`config.mk`:
```
export PLATFORM = sky130hd
export DESIGN_NAME = seq_frame_tx
export DESIGN_NICKNAME = d
export VERILOG_FILES = /design/src/rtl/seq_frame_tx.sv
export SDC_FILE = /design/constraint.sdc
export NUM_CORES = 1
export LEC_CHECK = 0
export CORE_UTILIZATION = 40
export CTS_CLUSTER_SIZE = 8
export DETAILED_ROUTE_END_ITERATION = 10
export SLEW_MARGIN = 20
export SYNTH_ARGS = -nofsm -noshare
export SYNTH_HDL_FRONTEND = slang
export SYNTH_SLANG_ARGS = --single-unit
```
`constraint.sdc`:
```
create_clock -name clk -period 2.4 [get_ports clk]
set_input_delay 0.48 -clock clk [delete_from_list [all_inputs] [get_ports clk]]
set_output_delay 0.48 -clock clk [all_outputs]
set_load 0.05 [all_outputs]
```
`src/rtl/seq_frame_tx.sv`:
```
// seq_frame_tx -- serial frame transmitter.
//
// Serializes one payload word per frame onto a single-bit line. A frame is
// the SYNC_SEQ pattern (MSB first), the payload (MSB first), then GAP_BITS
// idle bits. A new word can be accepted on the last bit of the current frame,
// so back-to-back traffic yields a continuous stream with no extra idle bit.
//
// State | Meaning
// IDLE    | line at IDLE_BIT, ready for a word
// SYNC    | sync pattern bit on the line
// PAYLOAD | payload bit on the line
// GAP     | idle gap bit after the payload
//
// Ports:
//   clk          clock
//   rst          asynchronous active-high reset
//   data_in      payload word, captured on the accept edge
//   data_valid   payload available
//   data_ready   word can be accepted on this edge
//   out_stream   registered serial line
//   frame_active sync or payload bit on the line
//   sync_active  sync bit on the line
//   payload_last last payload bit on the line
module seq_frame_tx #(
    parameter int unsigned           SEQ_WIDTH  = 4,
    parameter logic [SEQ_WIDTH-1:0]  SYNC_SEQ   = 4'b1001,
    parameter int unsigned           DATA_WIDTH = 8,
    parameter int unsigned           GAP_BITS   = 2,
    parameter logic                  IDLE_BIT   = 1'b0
) (
    input  logic                  clk,
    input  logic                  rst,
    input  logic [DATA_WIDTH-1:0] data_in,
    input  logic                  data_valid,
    output logic                  data_ready,
    output logic                  out_stream,
    output logic                  frame_active,
    output logic                  sync_active,
    output logic                  payload_last
);

    localparam int unsigned FRAME_W  = SEQ_WIDTH + DATA_WIDTH;
    localparam int unsigned MAX_SD   = (SEQ_WIDTH > DATA_WIDTH) ? SEQ_WIDTH : DATA_WIDTH;
    localparam int unsigned CNT_MAX  = (MAX_SD > GAP_BITS) ? MAX_SD : GAP_BITS;
    localparam int unsigned CW       = $clog2(CNT_MAX);
    localparam int unsigned GAP_LOAD = (GAP_BITS > 0) ? GAP_BITS - 1 : 0;

    typedef enum logic [1:0] {IDLE, SYNC, PAYLOAD, GAP} state_t;

    state_t               state;
    logic [CW-1:0]        cnt;       // bits remaining in the current state, minus one
    logic [FRAME_W-1:0]   frame_sr;  // bits still to send: rest of sync, then payload
    logic                 last_bit;
    logic                 accept;

    always_comb begin
        last_bit = 1'b0;
        if (GAP_BITS == 0)
            last_bit = (state == PAYLOAD) && (cnt == '0);
        else
            last_bit = (state == GAP) && (cnt == '0);
    end

    assign data_ready = (state == IDLE) || last_bit;
    assign accept     = data_valid && data_ready;

    always_ff @(posedge clk or posedge rst) begin
        if (rst) begin
            state        <= IDLE;
            cnt          <= '0;
            frame_sr     <= '0;
            out_stream   <= IDLE_BIT;
            frame_active <= 1'b0;
            sync_active  <= 1'b0;
            payload_last <= 1'b0;
        end else if (accept) begin
            // The first sync bit goes straight onto the line; the remaining
            // sync bits and the payload queue up behind it in one shifter.
            state        <= SYNC;
            cnt          <= CW'(SEQ_WIDTH - 1);
            frame_sr     <= {SYNC_SEQ[SEQ_WIDTH-2:0], data_in, 1'b0};
            out_stream   <= SYNC_SEQ[SEQ_WIDTH-1];
            frame_active <= 1'b1;
            sync_active  <= 1'b1;
            payload_last <= 1'b0;
        end else begin
            unique case (state)
                IDLE: begin
                    out_stream   <= IDLE_BIT;
                    frame_active <= 1'b0;
                    sync_active  <= 1'b0;
                    payload_last <= 1'b0;
                end
                SYNC: begin
                    out_stream <= frame_sr[FRAME_W-1];
                    frame_sr   <= frame_sr << 1;
                    if (cnt == '0) begin
                        state        <= PAYLOAD;
                        cnt          <= CW'(DATA_WIDTH - 1);
                        sync_active  <= 1'b0;
                        payload_last <= (DATA_WIDTH == 1);
                    end else begin
                        cnt <= cnt - 1'b1;
                    end
                end
                PAYLOAD: begin
                    if (cnt != '0) begin
                        out_stream   <= frame_sr[FRAME_W-1];
                        frame_sr     <= frame_sr << 1;
                        cnt          <= cnt - 1'b1;
                        payload_last <= (cnt == CW'(1));
                    end else begin
                        out_stream   <= IDLE_BIT;
                        frame_active <= 1'b0;
                        payload_last <= 1'b0;
                        if (GAP_BITS == 0) begin
                            state <= IDLE;
                        end else begin
                            state <= GAP;
                            cnt   <= CW'(GAP_LOAD);
                        end
                    end
                end
                GAP: begin
                    out_stream <= IDLE_BIT;
                    if (cnt == '0)
                        state <= IDLE;
                    else
                        cnt <= cnt - 1'b1;
                end
                default: begin
                    state      <= IDLE;
                    out_stream <= IDLE_BIT;
                end
            endcase
        end
    end

endmodule

```
### Word-level counts from Yosys, hierarchy flattened

Index checks and enable logic that the tools add are counted.

* register bits: 21
* input port bits: 11
* word-level logic and storage cells: 60

* add/sub/neg operators: 1
* eq/ne operators: 9
* muxes and demuxes: 25
* reduce and logical (&&, ||, !) cells: 18

Operators with widths (number)
* 12-bit two-way mux: 2
* 12-bit case mux with 2 select lines: 1
* 3-bit two-way mux: 4
* 3-bit != test, second input constant: 4
* 3-bit nonzero test: 4
* 2-bit AND reduction: 5
* 3-bit case mux with 3 select lines: 1
* 1-bit two-way mux: 8
* 2-bit two-way mux: 4
* 4-bit nonzero test: 2
* 1-bit case mux with 3 select lines: 2
* 2-bit case mux with 3 select lines: 1
* 2-bit equality test, second input constant: 2
* 1-bit case mux with 2 select lines: 2
* 4-bit AND reduction: 1
* 3-bit by 1-bit equality test with 1-bit output, second input constant: 1
* 3-bit zero test: 1
* 3-bit by 2-bit != test with 1-bit output, second input constant: 1
* 3-bit by 1-bit subtractor with 3-bit output, second input constant: 1
* 2-bit by 1-bit equality test with 1-bit output, second input constant: 1
* 1-bit logical AND: 2
* 2-bit zero test: 1
* 2-bit OR reduction: 1
* 1-bit logical OR: 1

### Logic depth before layout (Yosys ltp)

* depth in word-level cells: 6
* depth in mapped cells: 8

### Worst setup path after synthesis

OpenSTA, ideal clock, no wires.

* kind: flip-flop to flip-flop
* from: register cnt[0]
* to: register state[0]
* arrival time: 1663 ps
* setup slack: 597 ps
* stages on the path, launching flop included: 8
* period minus slack after synthesis: 1803 ps
* cells stage by stage: dfrtp_1 inv_1 ha_1 ha_1 a21oi_2 inv_2 a211oi_1 a211oi_1

* cells in the longest elaborated chain, start to end: 6

RTL lines
* start: declaration: line 51 `logic [CW-1:0] cnt;`
* start signal: assignment: line 80 `cnt <= CW'(SEQ_WIDTH - 1);`
* start signal: assignment: line 99 `cnt <= CW'(DATA_WIDTH - 1);`
* start signal: assignment: line 103 `cnt <= cnt - 1'b1;`
* 3-bit zero test *: line 61 `last_bit = (state == GAP) && (cnt == '0);`
* 1-bit logical AND *: line 61
* 1-bit logical OR *: line 64 `assign data_ready = (state == IDLE) || last_bit;`
* net data_ready: line 35 `output logic data_ready,`
* 1-bit logical AND *: line 65 `assign accept = data_valid && data_ready;`
* 3-bit by 2-bit != test with 1-bit output (no source line) (tied with other cells)
* 4-bit AND reduction (no source line)
* end signal: assignment: line 69 `state <= IDLE;`
* end signal: assignment: line 79 `state <= SYNC;`
* end signal: assignment: line 98 `state <= PAYLOAD;`
* end: declaration: line 50 `state_t state;`

Mark *: on every way through the listed nets, which the timed path passes. The rest lies on a longest branch.
A chain may end at the register's enable or synchronous reset.

### Final worst setup path

* from: register state[0]
* to: output port data_ready

* cells in the longest elaborated chain, start to end: 3

RTL lines (line)
* 2-bit equality test: 61
* 1-bit logical AND: 61
* 1-bit logical OR *: 64
* end: declaration: 35

Mark *: on every way between the ends. The rest lies on a longest branch, timed or not.

==> flow_metrics.py <==
metrics = {
    "finish": {
        "fillers": 294,
        "nNetsFinal": 174,
        "stdcell_area_sq_mm": 0.00151,
        "final_cell_mix": "20 x dfrtp_1, 14 x clkdlybuf4s50_1, 13 x nand3_1, 9 x o21ai_1, 9 x ha_1",
        "multi_input_area_sq_um": 678,
        "seqCellArea_sq_um": 500,
        "drive_gt1_share_pct": 13.8,
        "diodes": 0,
        "mostFrequentLayoutCell": "dfrtp_1",
        "area_growth_pct": 17.8,
    },
    "power": {
        "powerDensity_mw_per_mm2": 1530,
        "power.leakage_nw": 0.657,
        "ir_worst_vdd_v": 0.000798,
    },
    "logic_synthesis": {
        "avgSynthCellArea_sq_um": 9.45,
        "synthArstFlopShare_pct": 100,
        "syn-num-nets": 156,
        "synth_cells": 136,
        "synth_top_area_cell": "dfrtp_1",
        "yosys_warnings": 0,
        "ys_seq_area_share_pct": 38.9,
        "synth_flop_cell": "dfrtp_1",
        "ys_types": 35,
        "netlist_area_sq_mm": 0.00128,
        "ys_seq_elements": 20,
        "netlist_top_cells_area": "dfrtp_1 39%, ha_1 8.8%, nand3_1 5.1%",
        "yosysTopAreaCellShare_pct": 38.9,
        "synth_edf_count": 0,
    },
    "global_route": {
        "antenna_found_initial": 0,
        "gr-usage-met2_pct": 31.9,
        "grt_pass1_wl_um": 4800,
        "grt_overflow": 0,
        "grt.total_usage_pct": 18.5,
        "grt_use_met3_pct": 1.98,
        "grt_pass1_vias": 1050,
        "grt_use_met1_pct": 23.6,
        "grt_max_degree": 21,
        "grt-busiest-layer": "met2",
    },
    "clocking": {
        "clk_path_buf_depth": 2,
        "cts_buffers": 3,
        "clkSlewWorstSetupHoldPaths_ns": 0.11,
        "cts.sinks": 20,
        "ctsHtreeMaxLevel": 1,
        "clk_latency_ns": 0.30,
        "ctsHoldBuffers": 0,
        "cts_root_buf": "clkbuf_4",
        "cts_tree": "built",
    },
    "timing": {
        "worst_pin_slew_ns": 0.575,
        "hold_viol": 0,
        "max_freq_ghz": 0.446,
        "rsz0062_at_grt": "false",
        "min_period_ns": 2.24,
        "clock_skew_ns": 0.00700,
        "post-route-period-util_pct": 93.4,
        "setup_viol": 0,
        "slew_headroom_pct": 61.6,
        "finalSetupTns_ns": 0,
        "slew_viol_final": 0,
    },
    "route": {
        "drtAntennaViolNets": 0,
        "drtIter0Drc": 34,
        "route.detailed.drc": 0,
        "viasPerCell": 5.59,
        "vias": 1096,
        "finalWirelength_um": 2890,
        "wl_per_cell_um": 14.8,
        "firstDrtPassIters": 4,
    },
    "setup_path": {
        "path_cells": "ha_1, a21oi_4, inv_2, buf_12",
        "endpoint_kind": "output port",
        "reg2reg_slack_ns": 0.47,
        "required_ns": 1.92,
        "start_kind": "flop",
        "slowest_stage": "dfrtp_1",
        "rr_worst_depth": 6,
        "path_class": "flop to output port",
        "slowest_delay_ns": 0.45,
        "r2r_end": "cnt[1]",
        "worstPathArrival_ns": 1.76,
        "crit_fanout": 12,
        "rr_startpoint": "state[0]",
    },
    "die": {
        "die_h_um": 58.7,
        "num_rows": 20,
        "die_width_um": 58.7,
        "die_area_sq_mm": 0.00344,
        "core_sq_mm": 0.00305,
        "io_pins": 16,
        "start_util_pct": 42.1,
    },
    "hold_path": {
        "hold_path.class": "input port to asynchronous set/reset pin",
    },
    "run": {
        "maxCapViolCount": 0,
    },
    "placed_design": {
        "io_buffers": 15,
        "gp_congestion": 0.788,
        "place_hpwl_um": 2050,
        "place_area_sq_mm": 0.00147,
    },
    "status": {
        "status": "finished, final reports clean",
    },
}
==> cell usage after synthesis (3+ instances only) <==
| cell | n |
|---|---|
| a21oi_1 | 3 |
| buf_4 | 3 |
| inv_1 | 8 |
| nor2_1 | 6 |
| dfrtp_1 | 20 |
| buf_6 | 3 |
| nor2b_1 | 3 |
| nand3_1 | 13 |
| o21ai_1 | 9 |
| nor3_1 | 7 |
| buf_2 | 3 |
| a211oi_1 | 6 |
| o21ai_0 | 7 |
| a31oi_1 | 7 |
| ha_1 | 9 |
| nand2_1 | 5 |
==> stage by stage <==
| stage | cells | total power, mW | util (%) | hold slack (ns) | setup slack [ns] |
|---|---|---|---|---|---|
| 5_1_grt | 196 | 2.51 | 49.6 | 0.528 | 0.0644 |
| 4_1_cts | 194 | 2.30 | 49.1 | 0.504 | 0.0830 |
| 2_1_floorplan | 136 | 1.78 | - | 0.444 | 0.597 |
| 3_3_place_gp | 191 | 2.06 | 48.1 | 0.500 | 0.340 |
| 6_report | 196 | 2.31 | 49.6 | 0.500 | 0.158 |
| 3_5_place_dp | 191 | 2.12 | 48.1 | 0.509 | 0.312 |
==> flip-flops by register name (all words and copies together), names as in the netlist <==
name,count
state,2
payload_last,1
sync_active,1
frame_sr,11
out_stream,1
cnt,3
frame_active,1
==> power by group <==
part           switching [mW]  leakage, nW  total, mW  internal, mW
clock                  0.0986       0.0138      0.157        0.0584
sequential             0.0937        0.244      0.600         0.506
combinational           0.905        0.399       1.56         0.653
==> worst max-delay path, delay by kind of cell (launching register included) <==
kind                       cells  cell delay (ns)
DFF                            1             0.45
adders and majority gates      1             0.42
AOI/OAI and AO/OA              1             0.33
buffers and inverters          2             0.27
==> area by class of cell <==
| class | instances | area share, % |
|---|---|---|
| clock buffer | 3 | 1.49 |
| inverter | 10 | 2.48 |
| sequential | 20 | 33.1 |
| tap | 44 | 3.64 |
| timing repair buffer | 23 | 14.5 |
| multi-input combinational | 96 | 44.8 |
==> metal layers <==
layer	vias up	share of wire [%]
met4	0	1.5
met3	4	3.4
met1	542	46
li1	528	-
met5	-	0
met2	22	49
==> worst max path at each step <==
stage / start / cells after the start / endpoint / slack [ns]
floorplan: cnt[0] / 7 / state[0] / 0.60
global placement: data_valid / 4 / payload_last / 0.34
detailed placement: data_valid / 4 / payload_last / 0.31
CTS: cnt[0] / 6 / data_ready / 0.08
global route: state[1] / 4 / data_ready / 0.06
finish: state[0] / 4 / data_ready / 0.16
==> cell families after synthesis <==
logic type	after synthesis	synth area share [%]
simple gates	40	16.5
fa+ha+maj	9	8.76
flops	20	38.9
mux	2	1.95
compound gates	45	25.0
buf+inv	20	8.86
==> timing repair <==
item / CTS / global route
cloned: 0 / 0
setup buffers: 0 / 2
pin swaps: 0 / 1
gates resized for setup: 1 / 0
endpoints found under the setup margin: 1 / 1
(Power assumes the default switching activity.)
